==> src/rtl/lpddr2_avl_arbiter.sv <==
// Two-requester round-robin arbiter in front of the LPDDR2 controller avl_0 port, with calibration gating
// and in-order read response routing. Define ARB_PERF_CNT_EN to add command and stall counters.
module lpddr2_avl_arbiter #(
   parameter int TAG_DEPTH = 8,
   parameter int ADDR_W    = 27,
   parameter int DATA_W    = 32
) (
   input  logic                  clk_clk,
   input  logic                  reset_reset,
   input  logic [ADDR_W-1:0]     m0_address,
   input  logic [ADDR_W-1:0]     m1_address,
   input  logic [DATA_W-1:0]     m0_writedata,
   input  logic [DATA_W-1:0]     m1_writedata,
   input  logic [DATA_W/8-1:0]   m0_byteenable,
   input  logic [DATA_W/8-1:0]   m1_byteenable,
   input  logic                  m0_read,
   input  logic                  m1_read,
   input  logic                  m0_write,
   input  logic                  m1_write,
   output logic                  m0_waitrequest_n,
   output logic                  m1_waitrequest_n,
   output logic [DATA_W-1:0]     m0_readdata,
   output logic [DATA_W-1:0]     m1_readdata,
   output logic                  m0_readdatavalid,
   output logic                  m1_readdatavalid,
   output logic [ADDR_W-1:0]     mem_address,
   output logic [DATA_W-1:0]     mem_writedata,
   output logic [DATA_W/8-1:0]   mem_byteenable,
   output logic                  mem_read,
   output logic                  mem_write,
   output logic                  mem_burstcount,
   output logic                  mem_beginbursttransfer,
   input  logic                  mem_waitrequest_n,
   input  logic [DATA_W-1:0]     mem_readdata,
   input  logic                  mem_readdatavalid,
   input  logic                  local_init_done,
   input  logic                  local_cal_success,
   input  logic                  local_cal_fail,
   output logic                  arb_ready,
   output logic                  cal_error,
   output logic                  rsp_error
`ifdef ARB_PERF_CNT_EN
   ,
   output logic [31:0]           m0_cmd_count,
   output logic [31:0]           m1_cmd_count,
   output logic [31:0]           stall_count
`endif
);

   localparam int PTR_W = (TAG_DEPTH > 1) ? $clog2(TAG_DEPTH) : 1;
   localparam int CNT_W = PTR_W + 1;

   typedef enum logic [1:0] {WAIT_CAL, READY, FAIL} state_t;

   state_t               state;
   logic                 grant;
   logic                 stalled;
   logic [TAG_DEPTH-1:0] tag_id;
   logic [PTR_W-1:0]     wr_ptr;
   logic [PTR_W-1:0]     rd_ptr;
   logic [CNT_W-1:0]     tag_count;

   logic tag_full, tag_empty;
   logic m0_elig, m1_elig, other_elig;
   logic sel_wr, sel_rd;
   logic cmd_valid, accept, push, pop;

   // Full is judged on the registered count, so a pop in the same cycle cannot admit a read
   assign tag_full  = (tag_count == CNT_W'(TAG_DEPTH));
   assign tag_empty = (tag_count == '0);

   assign m0_elig    = m0_write | (m0_read & ~tag_full);
   assign m1_elig    = m1_write | (m1_read & ~tag_full);
   assign other_elig = grant ? m0_elig : m1_elig;

   assign sel_wr = grant ? m1_write : m0_write;
   assign sel_rd = grant ? (m1_read & ~m1_write) : (m0_read & ~m0_write);

   assign mem_write = arb_ready & sel_wr;
   assign mem_read  = arb_ready & sel_rd & ~tag_full;
   assign cmd_valid = mem_read | mem_write;
   assign accept    = cmd_valid & mem_waitrequest_n;

   assign mem_address    = cmd_valid ? (grant ? m1_address    : m0_address)    : '0;
   assign mem_writedata  = cmd_valid ? (grant ? m1_writedata  : m0_writedata)  : '0;
   assign mem_byteenable = cmd_valid ? (grant ? m1_byteenable : m0_byteenable) : '0;
   assign mem_burstcount = 1'b1;
   assign mem_beginbursttransfer = cmd_valid & ~stalled;

   assign m0_waitrequest_n = accept & ~grant;
   assign m1_waitrequest_n = accept & grant;

   assign push = accept & mem_read;
   assign pop  = mem_readdatavalid & ~tag_empty;

   assign m0_readdata      = mem_readdata;
   assign m1_readdata      = mem_readdata;
   assign m0_readdatavalid = pop & ~tag_id[rd_ptr];
   assign m1_readdatavalid = pop & tag_id[rd_ptr];

   // Calibration FSM: one-way into READY or FAIL, failure wins a tie
   always_ff @(posedge clk_clk or posedge reset_reset) begin
      if (reset_reset) begin
         state     <= WAIT_CAL;
         arb_ready <= 1'b0;
         cal_error <= 1'b0;
      end else begin
         case (state)
            WAIT_CAL: begin
               if (local_cal_fail) begin
                  state     <= FAIL;
                  cal_error <= 1'b1;
               end else if (local_init_done & local_cal_success) begin
                  state     <= READY;
                  arb_ready <= 1'b1;
               end
            end
            default: ;
         endcase
      end
   end

   // Grant holds through a stalled command, hands over after each accept, and skips an idle owner
   always_ff @(posedge clk_clk or posedge reset_reset) begin
      if (reset_reset) begin
         grant   <= 1'b0;
         stalled <= 1'b0;
      end else begin
         stalled <= cmd_valid & ~mem_waitrequest_n;
         if (arb_ready) begin
            if (accept) begin
               if (other_elig) grant <= ~grant;
            end else if (!cmd_valid && other_elig) begin
               grant <= ~grant;
            end
         end
      end
   end

   // In-order tag FIFO recording which requester owns each outstanding read
   always_ff @(posedge clk_clk or posedge reset_reset) begin
      if (reset_reset) begin
         tag_id    <= '0;
         wr_ptr    <= '0;
         rd_ptr    <= '0;
         tag_count <= '0;
         rsp_error <= 1'b0;
      end else begin
         if (push) begin
            tag_id[wr_ptr] <= grant;
            wr_ptr         <= wr_ptr + PTR_W'(1);
         end
         if (pop) rd_ptr <= rd_ptr + PTR_W'(1);
         case ({push, pop})
            2'b10:   tag_count <= tag_count + CNT_W'(1);
            2'b01:   tag_count <= tag_count - CNT_W'(1);
            default: ;
         endcase
         if (mem_readdatavalid && tag_empty && arb_ready) rsp_error <= 1'b1;
      end
   end

`ifdef ARB_PERF_CNT_EN
   // Free-running wrap-around counters of accepted commands and of blocked READY cycles
   always_ff @(posedge clk_clk or posedge reset_reset) begin
      if (reset_reset) begin
         m0_cmd_count <= '0;
         m1_cmd_count <= '0;
         stall_count  <= '0;
      end else begin
         if (accept && !grant) m0_cmd_count <= m0_cmd_count + 32'd1;
         if (accept && grant)  m1_cmd_count <= m1_cmd_count + 32'd1;
         if (arb_ready && (m0_read | m0_write | m1_read | m1_write) && !accept)
            stall_count <= stall_count + 32'd1;
      end
   end
`endif

endmodule

==> config.mk <==
export PLATFORM = sky130hd
export DESIGN_NAME = lpddr2_avl_arbiter
export DESIGN_NICKNAME = d
export VERILOG_FILES = /design/src/rtl/lpddr2_avl_arbiter.sv
export SDC_FILE = /design/constraint.sdc
export NUM_CORES = 1
export LEC_CHECK = 0
export ABC_AREA = 1
export CORE_AREA = 2 2 121 123
export CTS_CLUSTER_DIAMETER = 100
export DETAILED_ROUTE_END_ITERATION = 10
export DIE_AREA = 0 0 123 125
export GPL_TIMING_DRIVEN = 1
export PLACE_DENSITY = 0.65
export SETUP_SLACK_MARGIN = 0.02
export SLEW_MARGIN = 20
export SYNTH_ARGS = -nofsm -noshare
export SYNTH_HDL_FRONTEND = slang
export SYNTH_SLANG_ARGS = --single-unit
==> constraint.sdc <==
create_clock -name clk_clk -period 4.6 [get_ports clk_clk]
set_input_delay 1.38 -clock clk_clk [delete_from_list [all_inputs] [get_ports clk_clk]]
set_output_delay 1.38 -clock clk_clk [all_outputs]
set_load 0.03 [all_outputs]
# After elaboration in Yosys (flattened, before gate mapping)
# Index checks and enable logic that the tools add are counted.
dict set report classes {
  addsub 4
  n_lt_le_gt_ge 3
  n_eq_ne 4
  muxes 20
  n_bitwise 29
  reduce_logical 14
}
# operator n
set op_table {}
lappend op_table {{2-to-1 mux 32 bit} 2}
lappend op_table {{2-to-1 mux 27 bit} 2}
lappend op_table {{bitwise AND 1 bit} 17}
lappend op_table {{NOT 1 bit} 9}
lappend op_table {{bitwise mux 8 bit} 1}
lappend op_table {{< comparator 3 x 4 -> 1 bit, second input constant} 2}
lappend op_table {{2-to-1 mux 1 bit} 8}
lappend op_table {{2-to-1 mux 4 bit} 2}
lappend op_table {{case mux 4 bit (2 select lines)} 1}
lappend op_table {{adder 3 x 1 -> 3 bit, second input constant} 2}
lappend op_table {{AND reduction 3 bit} 2}
lappend op_table {{nonzero test 2 bit} 3}
lappend op_table {{adder 4 x 1 -> 4 bit, second input constant} 1}
lappend op_table {{== test 4 bit, second input constant} 1}
lappend op_table {{logical AND 1 bit} 4}
lappend op_table {{zero test 4 bit} 1}
lappend op_table {{2-to-1 mux 2 bit} 2}
lappend op_table {{AND reduction 2 bit} 2}
lappend op_table {{subtractor 4 x 1 -> 4 bit, second input constant} 1}
lappend op_table {{binary-select mux 1 bit (select 3 bit)} 1}
lappend op_table {{demux 1 bit (select 3 bit)} 1}
lappend op_table {{>= comparator 3 x 1 -> 1 bit, second input constant} 1}
lappend op_table {{bitwise OR 1 bit} 3}
lappend op_table {{== test 2 x 1 -> 1 bit, second input constant} 1}
lappend op_table {{4 further kinds} 4}
dict set report word_totals {
  reg_bits 25
  output_inout_bits 138
  wordCells 84
}

# Logic depth before layout (Yosys ltp)
dict set report depth {
  word_depth 10
  mapped_depth 13
  depth_no_buf 13
}

# Worst setup path after synthesis
# Ideal clock, no wire load.
dict set report synth_timing {
  path_type {input port to output port}
  startpoint {input port m1_write}
  endpoint {output port mem_byteenable[0]}
  arrival_time_ns 2.653
  setup_slack_ns 0.567
  stages 6
  path_cell_list {nand3_1 -> nand2_1 -> o21bai_2 -> inv_2 -> buf_2 -> a21oi_1}
}
dict set report synth_between {
  elab_cells_between_ends 9
}
# item line
set synth_lines {}
lappend synth_lines {{start, declared} 19} ;# input logic m1_write,
lappend synth_lines {{2-to-1 mux 1 bit} 76} ;# assign sel_wr = grant ? m1_write : m0_write;
lappend synth_lines {{bitwise AND 1 bit} 79} ;# assign mem_write = arb_ready & sel_wr;
lappend synth_lines {{via mem_write} 30} ;# output logic mem_write,
lappend synth_lines {{bitwise OR 1 bit} 81} ;# assign cmd_valid = mem_read | mem_write;
lappend synth_lines {{2-to-1 mux 4 bit} 86} ;# assign mem_byteenable = cmd_valid ? (grant ? m1_byteenable : m0_byteenable) : '0;
lappend synth_lines {{end, declared} 28} ;# output logic [DATA_W/8-1:0] mem_byteenable,
# The timed path passes the listed nets, and every way through them passes these cells.

# Worst setup path after layout
dict set report layout_timing {
  startpoint {input port m1_write}
  endpoint {output port mem_address[11]}
}
dict set report layout_between {
  elab_chain_cells 7
  elab_cells_between_ends 9
}
# item line
set layout_lines {}
lappend layout_lines {{NOT 1 bit} 77} ;# assign sel_rd = grant ? (m1_read & ~m1_write) : (m0_read & ~m0_write);
lappend layout_lines {{bitwise AND 1 bit} 77}
lappend layout_lines {{2-to-1 mux 1 bit} 77}
lappend layout_lines {{bitwise AND 1 bit (2 in series)} 80} ;# assign mem_read = arb_ready & sel_rd & ~tag_full;
lappend layout_lines {{bitwise OR 1 bit (*)} 81}
lappend layout_lines {{2-to-1 mux 27 bit (*)} 84} ;# assign mem_address = cmd_valid ? (grant ? m1_address : m0_address) : '0;
lappend layout_lines {{end, declared} 26} ;# output logic [ADDR_W-1:0] mem_address,
# Every way passes the cells marked *; elsewhere a longest branch is shown, timed or not.

==> impl_metrics.csv <==
group,metric,value,unit
route,drc_errors,0,
layout,multi_input_area,1450,sq um
layout,drive_above_1_share,14.5,%
setup_path,critPathLaunchType,"primary input",
timing,post-route-period-util,95.3,%
synthesis,syn_inst,453,
layout,final_cell_mix,"nand2_1 (185), clkdlybuf4s50_1 (143), buf_4 (72), a21oi_1 (68), dfrtp_1 (24)",
floorplan,coreArea,14200,sq um
run_status,status,"completed",
setup_path,path_max_fanout,22,
floorplan,ios,307,
placement,gp_congestion,0.829,
synthesis,syn_nets,627,
clock_tree,clkLatencyLatePin,260,ps
min_path,min-delay-start,"cal_error$_DFFE_PP0P_",
synthesis,synth-main-ff-cell,"dfrtp_1",
global_routing,grt_pass1_vias,2989,
clock_tree,cts.sink_count,25,
layout,fillers,1578,
clock_tree,cts_buffers,3,
clock_tree,cts_hold_buf,0,
global_routing,grt_use_total,13.5,%
synthesis,yosysWarnings,0,
layout,mostFrequentLayoutCell,"nand2_1",
clock_tree,cts.clk_slew.worst_paths,60,ps
synthesis,ys_ff_latch,25,
global_routing,grt_pass1_wl,16400,microns
layout,finalNonFillerCells,771,
route,via_per_inst,4.15,
route,wl,10900,microns
layout,seqCellArea,627,sq um
placement,preCtsSetupSlack,93.5,ps
clock_tree,cts_max_path_buffers,2,
setup_path,crit_required,3220,ps
layout,nNetsFinal,762,
floorplan,fp.dieH,125,microns
route,ant_nets,0,
synthesis,synth_edf_count,0,
synthesis,syn_area,2730,sq um
synthesis,synth.distinct_cells,25,
route,wl_per_cell,14.2,microns
floorplan,rows,44,
route,dr.pass1.iters,4,
layout,diodes,0,
placement,dp_cells,767,
timing,rsz0062_at_grt,"no",
timing,fin_worst_skew,6.26,ps
placement,dpl.hpwl,9070,microns
timing,tns,0,ps
timing,finalWorstSetupSlack,218,ps
setup_path,worst_r2r_endpoint,"tag_count[2]$_DFFE_PP0P_",
timing,post-route-min-period,4380,ps
setup_path,critical_path_arrival,3000,ps
min_path,hold_class,"reg -> reg",
setup_path,end_kind,"output port",
floorplan,die_w,123,microns
min_path,min_path_cells,2,
pwr,max-vdd-ir-drop,0.000363,V
clock_tree,cts_tree,"yes",
synthesis,synthArstFlopShare,100,%
timing,fmax,228,MHz
timing,tightestPinTransition,968,ps
setup_path,path_class,"in -> out",
pwr,power.density,646,nW/um^2
route,num_vias,3198,
timing,max_slew_margin,35.4,%
route,drtIter0Drc,139,
floorplan,dieArea,15400,sq um
placement,port_buffers,209,
clock_tree,cts_resized,0,
setup_path,rr_startpoint,"grant$_DFFE_PP0P_",
synthesis,yosysSeqAreaShare,22.9,%
layout,area_delta_synth_final,63.3,%
job,cap_violations,0,
synthesis,postSynthAreaPerCell,6.03,sq um
clock_tree,postCtsSetupBuffers,0,
setup_path,rrSetupSlack,1780,ps
timing,slew_viol_final,0,
global_routing,grt_max_degree,65,
timing,finalHoldViolCount,0,
clock_tree,htreeDepth,1,
timing,setup_violations,0,
setup_path,reg2regPathDepth,13,
global_routing,antenna_found_initial,0,
global_routing,grt_remaining_overflow,0,
pwr,leakage,2.08,nW
floorplan,start_util,19.2,%
min_path,whs_endpoint,"cal_error$_DFFE_PP0P_",
clock_tree,cts-root-buf,"clkbuf_16",
-- layout make-up --
class                           instances  share of cell area (%)
Clock buffer                            3                    1.68
Clock inverter                          1                   0.168
Inverter                               21                    1.82
Multi-Input combinational cell        321                    32.4
Sequential cell                        25                    14.1
Tap cell                              184                    5.16
Timing Repair Buffer                  216                    44.7
-- synthesized netlist by cell type, types with 2 or more instances --
cell	n	area share [%]
clkbuf_1	12	1.6
dfrtp_1	25	23
nor2_1	21	2.9
buf_4	66	18
nand2_1	185	25
nand4_1	2	0.46
nand3_1	9	1.6
o21ai_1	4	0.73
inv_2	2	0.28
a21oi_1	68	12
ha_1	5	2.3
xor2_1	5	1.6
inv_1	19	2.6
o21ai_0	11	2.0
xnor2_1	2	0.64
buf_2	8	1.5
-- worst max-delay path, stage by stage --
cell	delay (ps)
clkdlybuf4s50_1	420
inv_1	80
nand2_1	50
nand2_1	80
nand2_1	90
o21bai_2	190
inv_4	130
buf_4	230
a21oi_1	160
buf_4	180
-- routing by layer --
layer | routed length [microns] | share of wire [%] | GRT usage (%) | vias up
li1 | - | - | - | 1635
met1 | 4450 | 41 | 17.1 | 1395
met2 | 5320 | 49 | 22.4 | 161
met3 | 1130 | 10 | 5.57 | 7
met4 | 44 | 0.40 | 1.14 | 0
met5 | 0 | 0 | 0 | -
-- metrics by stage --
step,power [mW],area (sq um),utilization [%],hold slack (ps)
final,2.88,4460,31.4,471
after global routing,3.11,4460,31.4,505
after CTS,2.91,4460,31.4,473
after detailed placement,2.71,4370,30.8,459
after global placement,2.70,4370,30.8,449
after floorplan,1.93,2730,-,442
-- power by group --
part	switching, mW	internal, mW
combinational	1.45	0.814
sequential	0.111	0.306
clock	0.0795	0.118
total	1.64	1.24
-- sequential cells by signal (all words and copies together), names as in the netlist --
signal and count:
tag_id 8, tag_count 4, rd_ptr 3, wr_ptr 3, state 2, arb_ready 1
cal_error 1, grant 1, rsp_error 1, stalled 1
-- worst max path at each step --
stage          depth (start not counted)                end  startpoint  slack, ps
6_report                              10    mem_address[11]    m1_write        220
5_1_grt                               10    mem_address[24]    m1_write         30
4_1_cts                               10     mem_address[6]    m0_write         90
3_5_place_dp                          10     mem_address[6]    m0_write         90
3_3_place_gp                          10     mem_address[9]    m1_write        130
2_1_floorplan                          6  mem_byteenable[0]    m1_write        570
-- cell families (layout without fill, tap and decap cells) --
kind of cell | count (synthesis) | after routing | synth area share (%)
simple gates | 222 | 222 | 32.1
buf+inv | 107 | 241 | 24.2
compound gates | 86 | 86 | 16.2
flops | 25 | 25 | 22.9
xor+xnor | 7 | 7 | 2.25
fa+ha+maj | 5 | 5 | 2.29
other cells | 1 | 1 | 0.137
No activity file was read; power rests on OpenSTA's default activity.
